**src/rtl/bldcm_pkg.sv**
```systemverilog
// Shared types, constants and the commutation table for the six-step BLDC drive.
package bldcm_pkg;

  typedef enum logic [1:0] {
    StIdle  = 2'd0,
    StRun   = 2'd1,
    StBrake = 2'd2
  } bldcm_state_e;

  localparam int unsigned NumPhases = 6;

  // Gate bit positions, order {Uh,Ul,Vh,Vl,Wh,Wl}.
  localparam int unsigned IdxUh = 5;
  localparam int unsigned IdxUl = 4;
  localparam int unsigned IdxVh = 3;
  localparam int unsigned IdxVl = 2;
  localparam int unsigned IdxWh = 1;
  localparam int unsigned IdxWl = 0;

  localparam logic [5:0] HighSideMask = 6'b101010;
  localparam logic [5:0] LowSideMask  = 6'b010101;

  // Switches closed in each phase: one high side (PWM-gated later) and one low side.
  function automatic logic [5:0] phase_switches(input logic [2:0] phase);
    logic [5:0] sw;
    sw = '0;
    case (phase)
      3'd0: begin sw[IdxUh] = 1'b1; sw[IdxVl] = 1'b1; end
      3'd1: begin sw[IdxUh] = 1'b1; sw[IdxWl] = 1'b1; end
      3'd2: begin sw[IdxVh] = 1'b1; sw[IdxWl] = 1'b1; end
      3'd3: begin sw[IdxVh] = 1'b1; sw[IdxUl] = 1'b1; end
      3'd4: begin sw[IdxWh] = 1'b1; sw[IdxUl] = 1'b1; end
      3'd5: begin sw[IdxWh] = 1'b1; sw[IdxVl] = 1'b1; end
      default: sw = '0;
    endcase
    return sw;
  endfunction

endpackage

```
**src/rtl/bldcm_deadtime.sv**
```systemverilog
// Rising-edge delay for one gate request; falling edges pass straight through.
module bldcm_deadtime #(
  parameter int unsigned pDeadTime = 10
) (
  input  logic clk_i,
  input  logic rst_i,
  input  logic req_i,
  output logic dly_o
);

  localparam logic [7:0] DeadCnt = 8'(pDeadTime);

  logic [7:0] cnt_q, cnt_d;

  // Count request-high cycles, saturating at the dead time; any low clears it.
  always_comb begin
    cnt_d = cnt_q;
    if (!req_i) begin
      cnt_d = '0;
    end else if (cnt_q != DeadCnt) begin
      cnt_d = cnt_q + 8'd1;
    end
  end

  // Counter register.
  always_ff @(posedge clk_i or posedge rst_i) begin
    if (rst_i) cnt_q <= '0;
    else       cnt_q <= cnt_d;
  end

  assign dly_o = req_i && (cnt_q == DeadCnt);

endmodule

```
**src/rtl/bldcm_ramp_commutator.sv**
```systemverilog
// Six-step BLDC engine: commutation timer with linear divider ramp, PWM,
// dead time and output polarity.
module bldcm_ramp_commutator
  import bldcm_pkg::*;
#(
  parameter int unsigned          pDivWidth   = 24,
  parameter int unsigned          pPwmWidth   = 16,
  parameter logic [pDivWidth-1:0] pStartDiv   = pDivWidth'(500000),
  parameter int unsigned          pDeadTime   = 10,
  parameter logic [5:0]           pInvertMask = 6'b000000
) (
  input  logic                 iClock,
  input  logic                 iReset,
  input  logic                 iEnable,
  input  logic [pDivWidth-1:0] iTargetDiv,
  input  logic                 iLoadTarget,
  input  logic [pDivWidth-1:0] iStepDiv,
  input  logic                 iDir,
  input  logic                 iBrake,
  input  logic [pPwmWidth-1:0] iPwmMaxCnt,
  input  logic [pPwmWidth-1:0] iPwmCmp,
  output logic [2:0]           oPhase,
  output logic [pDivWidth-1:0] oCurDiv,
  output logic                 oRampBusy,
  output logic                 oStopped,
  output logic                 oUh,
  output logic                 oUl,
  output logic                 oVh,
  output logic                 oVl,
  output logic                 oWh,
  output logic                 oWl
);

  localparam logic [pDivWidth-1:0] DivOne = pDivWidth'(1);
  localparam logic [pDivWidth-1:0] DivMin = pDivWidth'(2);
  localparam logic [2:0]           LastPh = 3'(NumPhases - 1);

  bldcm_state_e         state_q, state_d;
  logic [2:0]           phase_q, phase_d;
  logic [pDivWidth-1:0] cur_div_q, cur_div_d;
  logic [pDivWidth-1:0] target_q, target_d;
  logic [pDivWidth-1:0] timer_q, timer_d;
  logic                 dir_q, dir_d;
  logic [pPwmWidth-1:0] pwm_cnt_q, pwm_cnt_d, pwm_max_q, pwm_max_d, pwm_cmp_q, pwm_cmp_d;
  logic [5:0]           gate_q, gate_d;

  logic [pDivWidth-1:0] eff_target, div_used, div_step;
  logic [2:0]           phase_next;
  logic                 timer_tc, pwm_wrap, pwm_on;
  logic [5:0]           req_raw, req_dly;

  assign eff_target = (target_q == '0) ? pStartDiv : target_q;
  assign div_used   = (cur_div_q < DivMin) ? DivMin : cur_div_q;
  assign timer_tc   = (timer_q == div_used - DivOne);

  // Next divider: one step toward the effective target, clamped so it never overshoots.
  always_comb begin
    div_step = cur_div_q;
    if (cur_div_q > eff_target) begin
      div_step = (cur_div_q - eff_target <= iStepDiv) ? eff_target : cur_div_q - iStepDiv;
    end else if (cur_div_q < eff_target) begin
      div_step = (eff_target - cur_div_q <= iStepDiv) ? eff_target : cur_div_q + iStepDiv;
    end
  end

  // Next phase in the latched direction, wrapping mod 6.
  always_comb begin
    if (dir_q) phase_next = (phase_q == 3'd0) ? LastPh : phase_q - 3'd1;
    else       phase_next = (phase_q == LastPh) ? 3'd0 : phase_q + 3'd1;
  end

  // Control FSM: next state, timer, phase and divider.
  always_comb begin
    state_d   = state_q;
    phase_d   = phase_q;
    cur_div_d = cur_div_q;
    timer_d   = timer_q;
    dir_d     = dir_q;
    target_d  = iLoadTarget ? iTargetDiv : target_q;
    if (iBrake) begin
      state_d = StBrake;
      timer_d = '0;
    end else begin
      unique case (state_q)
        StIdle: begin
          if (iEnable && (target_q != '0)) begin
            state_d   = StRun;
            dir_d     = iDir;
            cur_div_d = pStartDiv;
            timer_d   = '0;
          end
        end
        StRun: begin
          if (!iEnable) begin
            state_d = StIdle;
            timer_d = '0;
          end else if (timer_tc) begin
            timer_d = '0;
            // Ramped stop: decelerated back to the start divider with no target.
            if ((target_q == '0) && (cur_div_q >= pStartDiv)) begin
              state_d = StIdle;
            end else begin
              phase_d   = phase_next;
              cur_div_d = div_step;
            end
          end else begin
            timer_d = timer_q + DivOne;
          end
        end
        StBrake: begin
          state_d   = StIdle;
          cur_div_d = pStartDiv;
        end
        default: state_d = StIdle;
      endcase
    end
  end

  assign pwm_wrap = (pwm_cnt_q >= pwm_max_q);
  assign pwm_on   = (pwm_cnt_q < pwm_cmp_q);

  // PWM counter; period and compare only take new values at wrap.
  always_comb begin
    pwm_cnt_d = pwm_cnt_q + 1'b1;
    pwm_max_d = pwm_max_q;
    pwm_cmp_d = pwm_cmp_q;
    if (pwm_wrap) begin
      pwm_cnt_d = '0;
      pwm_max_d = iPwmMaxCnt;
      pwm_cmp_d = iPwmCmp;
    end
  end

  // Raw gate requests before dead time.
  always_comb begin
    unique case (state_q)
      StRun:   req_raw = phase_switches(phase_q) & (LowSideMask | (pwm_on ? HighSideMask : '0));
      StBrake: req_raw = LowSideMask;
      default: req_raw = '0;
    endcase
  end

  for (genvar g = 0; g < 6; g++) begin : g_dt
    bldcm_deadtime #(
      .pDeadTime(pDeadTime)
    ) u_dt (
      .clk_i(iClock),
      .rst_i(iReset),
      .req_i(req_raw[g]),
      .dly_o(req_dly[g])
    );
  end

  assign gate_d = req_dly ^ pInvertMask;

  // State registers; gates reset straight to their inactive level.
  always_ff @(posedge iClock or posedge iReset) begin
    if (iReset) begin
      state_q   <= StIdle;
      phase_q   <= '0;
      cur_div_q <= pStartDiv;
      target_q  <= '0;
      timer_q   <= '0;
      dir_q     <= 1'b0;
      pwm_cnt_q <= '0;
      pwm_max_q <= '0;
      pwm_cmp_q <= '0;
      gate_q    <= pInvertMask;
    end else begin
      state_q   <= state_d;
      phase_q   <= phase_d;
      cur_div_q <= cur_div_d;
      target_q  <= target_d;
      timer_q   <= timer_d;
      dir_q     <= dir_d;
      pwm_cnt_q <= pwm_cnt_d;
      pwm_max_q <= pwm_max_d;
      pwm_cmp_q <= pwm_cmp_d;
      gate_q    <= gate_d;
    end
  end

  assign oPhase    = phase_q;
  assign oCurDiv   = cur_div_q;
  assign oRampBusy = (state_q == StRun) && (cur_div_q != target_q);
  assign oStopped  = (state_q == StIdle);
  assign oUh       = gate_q[IdxUh];
  assign oUl       = gate_q[IdxUl];
  assign oVh       = gate_q[IdxVh];
  assign oVl       = gate_q[IdxVl];
  assign oWh       = gate_q[IdxWh];
  assign oWl       = gate_q[IdxWl];

endmodule

```
**config.mk**
```make
export PLATFORM = sky130hd
export DESIGN_NAME = bldcm_ramp_commutator
export DESIGN_NICKNAME = d
export VERILOG_FILES = /design/src/rtl/bldcm_pkg.sv /design/src/rtl/bldcm_deadtime.sv /design/src/rtl/bldcm_ramp_commutator.sv
export SDC_FILE = /design/constraint.sdc
export NUM_CORES = 1
export LEC_CHECK = 0
export CORE_MARGIN = 5
export CORE_UTILIZATION = 35
export CTS_BUF_LIST = sky130_fd_sc_hd__clkbuf_2 sky130_fd_sc_hd__clkbuf_4 sky130_fd_sc_hd__clkbuf_8
export DETAILED_ROUTE_END_ITERATION = 7
export PLACE_DENSITY = 0.5
export REMOVE_ABC_BUFFERS = 1
export SKIP_LAST_GASP = 1
export SYNTH_ARGS = -nofsm -noshare
export SYNTH_HDL_FRONTEND = slang
export SYNTH_HIERARCHICAL = 1
export SYNTH_SLANG_ARGS = --single-unit
export TNS_END_PERCENT = 1
```
**constraint.sdc**
```tcl
create_clock -name iClock -period 6.8 [get_ports iClock]
set_input_delay 1.36 -clock iClock [delete_from_list [all_inputs] [get_ports iClock]]
set_output_delay 1.36 -clock iClock [all_outputs]
set_load 0.05 [all_outputs]
```
==> results of run 1 <==
metrics by stage:
step                      cells  total power [mW]  hold WS (ps)  cell area (um2)
after floorplan            1907              1.89           480            16400
after global placement     2709              2.30           490            18900
after detailed placement   2709              2.30           495            18900
after CTS                  2741              3.13           517            19300
after global routing       2741              3.31           540            19300
final                      2741              3.11           515            19300
Yosys cell counts (all sizes together), types with 12 or more instances:
| cell | instances |
|---|---|
| nor2b | 17 |
| nor3 | 47 |
| xor2 | 36 |
| o22ai | 19 |
| nand3 | 78 |
| o31ai | 21 |
| clkbuf | 88 |
| and2 | 40 |
| dfrtp | 173 |
| a221oi | 17 |
| nor2 | 106 |
| nand2 | 168 |
| nor4 | 23 |
| xnor2 | 98 |
| and3 | 19 |
| a21boi | 16 |
| nand4 | 32 |
| o21ai | 120 |
| ha | 193 |
| o21bai | 19 |
| a211oi | 14 |
| a21oi | 139 |
| a21o | 39 |
| mux2i | 22 |
| o211ai | 12 |
| o21a | 14 |
| mux2 | 41 |
| or3 | 19 |
| inv | 178 |
| nand2b | 36 |
| buf | 17 |
cell type report:
cell class              instances  area (um2)  area share
multi-input cells            1547       11300       0.582
inverters                     180         681      0.0352
flip-flops and latches        180        4510       0.234
clock inverters                10         121     0.00628
clock buffers                  22         284      0.0147
well taps                     615         769      0.0398
repair buffers                187        1700      0.0881
metal layers:
layer,vias to the layer above,track usage,wire [um]
li1,7357,-,-
met5,-,0,0
met4,0,0.0684,1560
met1,7296,0.305,27100
met3,89,0.0386,3200
met2,427,0.312,24000
cell families (layout without fill, tap and decap cells):
kind of cell | count (synthesis) | count (layout) | synth area share
AOI/OAI and AO/OA | 525 | 525 | 0.204
xor gates and xnor gates | 134 | 134 | 0.0697
buffers and inverters | 285 | 399 | 0.0660
DFF | 180 | 180 | 0.268
and+or+nand+nor | 628 | 628 | 0.203
adders and majority gates | 197 | 197 | 0.148
muxes | 63 | 63 | 0.0405
power by group through the flow:
stage               clock, mW  combinational, mW  sequential (mW)
finish                  0.805               1.13             1.18
global route            0.878               1.24             1.19
detailed placement          0               1.10             1.20
floorplan                   0              0.696             1.20
CTS                     0.841               1.11             1.18
global placement            0               1.10             1.20
state kept, by name (all words and copies together) (netlist names):
name and flops:
dir_q 1, gate_q 6, g_dt.u_dt/cnt_q 48, pwm_cmp_q 16, target_q 24, timer_q 24, state_q 2, oCurDiv 24
pwm_max_q 16, pwm_cnt_q 16, oPhase 3
critical path: cells and delay by family (launching register included):
kind / cells / cell delay [ps]
flip-flops: 1 / 440
AO/OA/AOI/OAI: 11 / 2090
adder cells (fa/ha/maj): 2 / 630
buffers and inverters: 5 / 880
XOR/XNOR: 1 / 80
AND/OR/NAND/NOR: 10 / 2290
layout by cell type (no fill, tap or decap), types with 14 or more instances in the layout:
cell               n
nor2b_1           17
buf_4             66
nor4_1            19
ha_1             193
nand2_1          166
o21ai_1           21
nand4_1           31
a21o_1            39
and2_1            34
and3_1            19
clkdlybuf4s50_1  119
a221oi_1          17
a211oi_1          14
o21ai_0           97
o21bai_1          19
o21a_1            14
o22ai_1           19
nand2b_1          36
o31ai_1           21
a21boi_0          15
nand3_1           76
inv_1            177
xor2_1            36
mux2i_1           22
xnor2_1           98
nor3_1            44
mux2_2            41
clkbuf_8          19
dfrtp_1          173
a21oi_1          138
nor2_1           103
final timing paths:
check | start | end | slack, ps | cells after the start
worst min-delay path | pwm_max_q[12] | pwm_max_q[12] | 510 | 1
max in group asynchronous | iReset | gate_q[4] | 3820 | 3
min in group asynchronous | iReset | g_dt[5].u_dt/cnt_q[3] | 1580 | 2
worst max register to register | target_q[18] | oCurDiv[22] | 280 | 29
worst min register to register | pwm_max_q[12] | pwm_max_q[12] | 510 | 1
worst max-delay path | target_q[18] | oCurDiv[22] | 280 | 29
==> impl_metrics.env, run 1 <==
export IMPL_status="finished clean"
export IMPL_cts_htree_levels=4
export IMPL_rsz0062_at_grt="true"
export IMPL_grt_pass1_wl_mm=86.8
export IMPL_timing_final_crit_share=0.959
export IMPL_die_y_um=229
export IMPL_dp_slack_ps=212
export IMPL_ys_ff_latch=180
export IMPL_drive_above_1_share=0.0955
export IMPL_cts_resized=0
export IMPL_drv_cap=0
export IMPL_cp_start_kind="flip-flop"
export IMPL_fin_nets=2396
export IMPL_area_growth_syn_to_layout_pct=14.8
export IMPL_synth_top_area_share=0.257
export IMPL_routed_wirelength_mm=55.8
export IMPL_drtAntennaViolNets=0
export IMPL_synth_distinct_cells=90
export IMPL_p_seq_frac=0.379
export IMPL_synth_area_leader_cell="dfrtp_1"
export IMPL_vias_per_cell=5.53
export IMPL_antenna_found_initial=0
export IMPL_path_max_fanout=20
export IMPL_cp_end_kind="flip-flop"
export IMPL_numPortBuffers=120
export IMPL_rows=80
export IMPL_cts_hold_buf=0
export IMPL_holdCritPathClass="flip-flop to flip-flop"
export IMPL_cts_buffers=17
export IMPL_cts_root_buffer_cell="clkbuf_8"
export IMPL_p_switching_mw=1.15
export IMPL_io_pins=121
export IMPL_grt_ovfl_total=0
export IMPL_cpMaxStageDelayCell="nor4_1"
export IMPL_fp_coreArea_mm2=0.0476
export IMPL_clockBufferDepth=2
export IMPL_finalHoldViolCount=0
export IMPL_clkPwrFrac=0.259
export IMPL_critPathRequiredTime_ps=7230
export IMPL_path_clk_slew_ps=100
export IMPL_ys_warn_count=6
export IMPL_fin_skew_ps=25.1
export IMPL_swShare=0.370
export IMPL_peakVddDrop_mv=0.150
export IMPL_start_util=0.353
export IMPL_cts_sinks=180
export IMPL_postCtsSetupBuffers=0
export IMPL_synthArstFlopShare=1.00
export IMPL_p_comb_frac=0.362
export IMPL_track_usage=0.209
export IMPL_powerDensity_mw_per_mm2=161
export IMPL_diodes=0
export IMPL_clkLatencyLatePin_ps=560
export IMPL_min_period_ps=6520
export IMPL_tightest_slew_ps=1160
export IMPL_setup_violations=0
export IMPL_final_setup_tns_ps=0
export IMPL_p_leak_nw=8.52
export IMPL_timing_final_ws_setup_ps=277
export IMPL_cp_arrival_ps=6960
export IMPL_drt_iter0_drc=1229
export IMPL_crit_type="flip-flop to flip-flop"
export IMPL_gp_congestion=0.942
export IMPL_synth_area_mm2=0.0168
export IMPL_detail_route_drc_violations=0
export IMPL_fp_dieW_um=229
export IMPL_hpwl_mm=44.4
export IMPL_wl_per_cell_um=20.4
export IMPL_ys_seq_area_frac=0.268
export IMPL_nFillCells=4859
export IMPL_drt_pass1_iter_count=6
export IMPL_syn_instance_count=2012
export IMPL_tritoncts="built"
export IMPL_maxSlewHeadroom=0.221
export IMPL_grt_max_degree=82
export IMPL_utilization=0.406
export IMPL_p_int_mw=1.96
export IMPL_slew_violations=0
export IMPL_dieArea_mm2=0.0526
export IMPL_via_count=15200
export IMPL_synth_area_leaders="dfrtp_1 26%, ha_1 14%, xnor2_1 5.1%"
export IMPL_cpMostUsedCell="buf_4"
export IMPL_synth_flop_cell="dfrtp_1"
export IMPL_max_stage_delay_ps=510
export IMPL_syn_avg_cell_area_um2=8.36
export IMPL_first_global_vias=14800
export IMPL_fmax_mhz=153
export IMPL_synth_edff_count=0
(Power assumes the default switching activity.)
==> run 2, diff against run 1 <==
--- a/config.mk
+++ b/config.mk
@@ -9,6 +9,7 @@
 export CORE_UTILIZATION = 35
 export CTS_BUF_LIST = sky130_fd_sc_hd__clkbuf_2 sky130_fd_sc_hd__clkbuf_4 sky130_fd_sc_hd__clkbuf_8
 export DETAILED_ROUTE_END_ITERATION = 7
+export GPL_ROUTABILITY_DRIVEN = 0
 export PLACE_DENSITY = 0.5
 export REMOVE_ABC_BUFFERS = 1
 export SKIP_LAST_GASP = 1
==> constraint.sdc (replaced) <==
create_clock -name iClock -period 6.3 [get_ports iClock]
set_input_delay 1.26 -clock iClock [delete_from_list [all_inputs] [get_ports iClock]]
set_output_delay 1.26 -clock iClock [all_outputs]
set_load 0.05 [all_outputs]
==> run 2 against run 1 <==
Global-route usage is 0.75 points lower. Maximum frequency is 8.3% higher. Wire length is 2.5% lower. Register-to-register slack hardly changed. Clock power is 2% higher. Largest cell class unchanged. Highest routed layer unchanged.
==> impl_metrics.env, run 2 (same netlist as run 1, synthesis figures left out) <==
export IMPL_status="finished clean"
export IMPL_fp_coreArea_mm2=0.0476
export IMPL_mostFrequentLayoutCell="ha_1"
export IMPL_met2_usage=0.304
export IMPL_cpMaxStageDelayCell="or4_1"
export IMPL_largest_register_ff_count=48
export IMPL_cts_sinks=180
export IMPL_tightest_slew_ps=1100
export IMPL_grt_ovfl_total=0
export IMPL_fin_area_mm2=0.0192
export IMPL_slew_violations=0
export IMPL_tritoncts="built"
export IMPL_track_usage=0.201
export IMPL_path_clk_slew_ps=100
export IMPL_busiest_layer="met2"
export IMPL_dieArea_mm2=0.0526
export IMPL_routed_wirelength_mm=54.4
export IMPL_regArea_mm2=0.00451
export IMPL_via_count=15100
export IMPL_powerDensity_mw_per_mm2=171
export IMPL_nFillCells=4839
export IMPL_grt_max_degree=97
export IMPL_cp_start_kind="flip-flop"
export IMPL_cp_end_kind="flip-flop"
export IMPL_utilization=0.404
export IMPL_timing_final_ws_setup_ps=274
export IMPL_cpMostUsedCell="a21o_1"
export IMPL_drive_above_1_share=0.0923
export IMPL_fp_dieW_um=229
export IMPL_wl_per_cell_um=19.9
export IMPL_drtAntennaViolNets=0
export IMPL_largest_register="g_dt.u_dt/cnt_q"
export IMPL_die_y_um=229
export IMPL_p_leak_nw=8.44
export IMPL_setup_violations=0
export IMPL_cp_arrival_ps=6470
export IMPL_cts_root_buffer_cell="clkbuf_8"
export IMPL_detail_route_drc_violations=0
export IMPL_dp_slack_ps=59.8
export IMPL_rsz0062_at_grt="true"
export IMPL_timing_final_crit_share=0.956
export IMPL_finalHoldViolCount=0
export IMPL_gr_usage_met3=0.0370
export IMPL_clkLatencyLatePin_ps=520
export IMPL_cts_htree_levels=4
export IMPL_fmax_mhz=166
export IMPL_fin_nets=2383
export IMPL_drt_pass1_iter_count=7
export IMPL_place_area_mm2=0.0188
export IMPL_first_global_vias=14700
export IMPL_area_growth_syn_to_layout_pct=14.4
export IMPL_maxSlewHeadroom=0.259
export IMPL_max_stage_delay_ps=460
export IMPL_vias_per_cell=5.55
export IMPL_multi_input_area_mm2=0.0113
export IMPL_antenna_found_initial=1
export IMPL_cp_top_family="compound AO/OA/AOI/OAI gates"
export IMPL_met1_usage=0.293
export IMPL_path_buf_inv=4
export IMPL_io_pins=121
export IMPL_fin_skew_ps=18.8
export IMPL_path_max_fanout=17
export IMPL_rows=80
export IMPL_holdCritPathClass="flip-flop to flip-flop"
export IMPL_start_util=0.353
export IMPL_critPathRequiredTime_ps=6740
export IMPL_grt_pass1_wl_mm=84.5
export IMPL_hpwl_mm=42.7
export IMPL_drv_cap=0
export IMPL_min_period_ps=6030
export IMPL_clockBufferDepth=2
export IMPL_timing_hold_ws_ps=511
export IMPL_drt_iter0_drc=1215
export IMPL_crit_type="flip-flop to flip-flop"
export IMPL_p_total_mw=3.29
export IMPL_cts_buffers=17
export IMPL_final_cell_mix="192 x ha_1, 177 x inv_1, 172 x dfrtp_1, 166 x nand2_1, 138 x a21oi_1"
export IMPL_numPortBuffers=120
export IMPL_peakVddDrop_mv=0.129
run 2: path summary, 6_finish.rpt:
path | slack, ps | to | from | cells after the start
setup / recovery | 270 | oCurDiv[5] | target_q[0] | 29
hold / removal | 510 | pwm_cmp_q[9] | pwm_cmp_q[9] | 1
setup reg to reg | 270 | oCurDiv[5] | target_q[0] | 29
hold reg to reg | 510 | pwm_cmp_q[9] | pwm_cmp_q[9] | 1
max in group asynchronous | 3450 | gate_q[3] | iReset | 3
min in group asynchronous | 1490 | g_dt[1].u_dt/cnt_q[1] | iReset | 2
run 2: layer usage:
| metal | share of wire | wire length [um] |
|---|---|---|
| met4 | 0.027 | 1470 |
| met2 | 0.43 | 23600 |
| met3 | 0.063 | 3450 |
| met5 | 0 | 0 |
| met1 | 0.48 | 25900 |
run 2: cell type report:
type                       instances  area share
multi-input combinational       1547       0.586
sequential                       180       0.235
timing repair buffer             174      0.0838
tap                              615      0.0400
inverter                         180      0.0354
clock buffer                      20      0.0137
clock inverter                    11     0.00605
antenna                            1    0.000130
run 2: worst register-to-register path: cells and delay by family, from the launching register on:
kind / cells / cell delay (ps)
flops: 1 / 450
buf+inv: 4 / 660
fa+ha+maj: 2 / 650
compound gates: 12 / 2380
simple gates: 10 / 1730
xor+xnor: 1 / 90
run 2: what timing repair did:
item / CTS / global route
hold buffers: 0 / 0
resized for setup: 0 / 17
endpoints found under the setup margin: 0 / 24
setup buffers: 0 / 1
run 2: metrics by stage:
step                setup TNS, ps  cells
floorplan                       0   1907
global placement                0   2695
detailed placement              0   2695
CTS                             0   2726
global route                 -113   2727
finish                          0   2728
run 2: where the power goes:
group	leakage (nW)	switching [mW]	internal (mW)
registers	2.34	0.0659	1.21
clock network	0.198	0.483	0.340
logic	5.91	0.690	0.500
==> run 3, diff against run 2 <==
--- a/config.mk
+++ b/config.mk
@@ -10,6 +10,7 @@
 export CTS_BUF_LIST = sky130_fd_sc_hd__clkbuf_2 sky130_fd_sc_hd__clkbuf_4 sky130_fd_sc_hd__clkbuf_8
 export DETAILED_ROUTE_END_ITERATION = 7
 export GPL_ROUTABILITY_DRIVEN = 0
+export MAX_ROUTING_LAYER = met4
 export PLACE_DENSITY = 0.5
 export REMOVE_ABC_BUFFERS = 1
 export SKIP_LAST_GASP = 1
==> run 3 against run 2 <==
Die area stayed put. Non-clock buffer count unchanged. Combinational power is essentially flat. Worst setup slack worse by 39 ps. Wire length decreased by 0.31%. Core utilization is the same. First-iteration DRC count shrank 0.33%. Maximum frequency shrank 0.64%. Sequential share of layout area did not move. Critical path type unchanged. Largest cell class unchanged. Highest routed layer unchanged. Clock power about the same. Sequential power about the same.
==> impl_metrics.env, run 3 (same netlist as run 1, synthesis figures left out) <==
export IMPL_die_y_um=229
export IMPL_utilization=0.404
export IMPL_track_usage=0.207
export IMPL_cp_start_kind="flip-flop"
export IMPL_start_util=0.353
export IMPL_rows=80
export IMPL_grt_max_degree=97
export IMPL_via_count=15100
export IMPL_cts_hold_buf=0
export IMPL_detail_route_drc_violations=0
export IMPL_area_growth_syn_to_layout_pct=14.4
export IMPL_clkLatencyLatePin_ps=510
export IMPL_fin_cells=2728
export IMPL_io_pins=121
export IMPL_maxSlewHeadroom=0.258
export IMPL_fmax_mhz=165
export IMPL_cts_htree_levels=4
export IMPL_cts_sinks=180
export IMPL_wl_per_cell_um=19.9
export IMPL_gr_usage_met3=0.0353
export IMPL_met1_usage=0.294
export IMPL_numPortBuffers=120
export IMPL_antenna_found_initial=1
export IMPL_dp_cells=2695
export IMPL_setup_violations=0
export IMPL_peakVddDrop_mv=0.125
export IMPL_fp_dieW_um=229
export IMPL_grt_ovfl_total=0
export IMPL_max_stage_delay_ps=460
export IMPL_grt_pass1_wl_mm=84.6
export IMPL_holdCritPathClass="flip-flop to flip-flop"
export IMPL_largest_register_ff_count=48
export IMPL_status="finished clean"
export IMPL_drv_cap=0
export IMPL_timing_final_ws_setup_ps=236
export IMPL_cpMostUsedCell="a21o_1"
export IMPL_tightest_slew_ps=1100
export IMPL_powerDensity_mw_per_mm2=171
export IMPL_largest_register="g_dt.u_dt/cnt_q"
export IMPL_multi_input_area_mm2=0.0113
export IMPL_reg2reg_depth=29
export IMPL_dieArea_mm2=0.0526
export IMPL_crit_type="flip-flop to flip-flop"
export IMPL_vias_per_cell=5.55
export IMPL_drtAntennaViolNets=0
export IMPL_nFillCells=4839
export IMPL_cp_end_kind="flip-flop"
export IMPL_min_period_ps=6060
export IMPL_cp_arrival_ps=6500
export IMPL_drt_pass1_iter_count=5
export IMPL_p_total_mw=3.28
export IMPL_first_global_vias=14700
export IMPL_drive_above_1_share=0.0923
export IMPL_fin_nets=2383
export IMPL_hpwl_mm=42.7
export IMPL_fin_skew_ps=18.8
export IMPL_p_leak_nw=8.44
export IMPL_path_buf_inv=4
export IMPL_rsz0062_at_grt="true"
export IMPL_regArea_mm2=0.00451
export IMPL_met2_usage=0.304
export IMPL_cpMaxStageDelayCell="dfrtp_2"
export IMPL_fp_coreArea_mm2=0.0476
export IMPL_tritoncts="built"
export IMPL_finalHoldViolCount=0
export IMPL_hold_depth=1
export IMPL_slew_violations=0
export IMPL_busiest_layer="met2"
export IMPL_mostFrequentLayoutCell="ha_1"
export IMPL_clockBufferDepth=2
export IMPL_cp_top_family="compound AO/OA/AOI/OAI gates"
export IMPL_drt_iter0_drc=1211
export IMPL_path_depth=29
export IMPL_cts_root_buffer_cell="clkbuf_8"
export IMPL_path_clk_slew_ps=100
export IMPL_final_setup_tns_ps=0
export IMPL_routed_wirelength_mm=54.3
export IMPL_path_max_fanout=17
export IMPL_dp_slack_ps=59.8
export IMPL_timing_final_crit_share=0.963
export IMPL_final_cell_mix="192 x ha_1, 177 x inv_1, 172 x dfrtp_1, 166 x nand2_1, 138 x a21oi_1"
export IMPL_critPathRequiredTime_ps=6730
export IMPL_cts_buffers=17
-- run 3: cell counts in the layout (fill, tap and decap cells not counted) --
No cell type changed its count.
-- run 3: final cells by class --
type	instances	share of cell area
tap	615	0.0400
inverter	180	0.0354
multi-input combinational	1547	0.586
clock inverter	11	0.00605
antenna	1	0.000130
clock buffer	20	0.0137
timing repair buffer	174	0.0838
sequential	180	0.235
-- run 3: final timing paths --
path	startpoint	endpoint	slack [ps]
min reg2reg	pwm_cmp_q[9]	pwm_cmp_q[9]	510
min in group asynchronous	iReset	g_dt[3].u_dt/cnt_q[0]	1520
max in group asynchronous	iReset	gate_q[3]	3420
max	target_q[0]	oCurDiv[5]	240
min	pwm_cmp_q[9]	pwm_cmp_q[9]	510
max reg2reg	target_q[0]	oCurDiv[5]	240
-- run 3: per-layer routing --
layer | wire, um | up-vias
met5 | 0 | -
met4 | 1460 | 0
met3 | 3310 | 68
met2 | 23500 | 452
met1 | 26000 | 7275
li1 | - | 7346
-- run 3: repair_timing --
item	CTS	global route
resized for setup	0	17
setup endpoints to repair	0	24
setup buffers	0	1
-- run 3: report_power, final --
group          internal (mW)  switching [mW]
Combinational          0.499           0.687
Sequential              1.21          0.0664
Clock                  0.340           0.482
Total                   2.05            1.24
-- run 3: through the flow --
step | instance area [um2] | hold slack, ps
finish | 19200 | 512
global route | 19200 | 525
CTS | 19200 | 517
detailed placement | 18800 | 493
global placement | 18800 | 491
floorplan | 16400 | 480
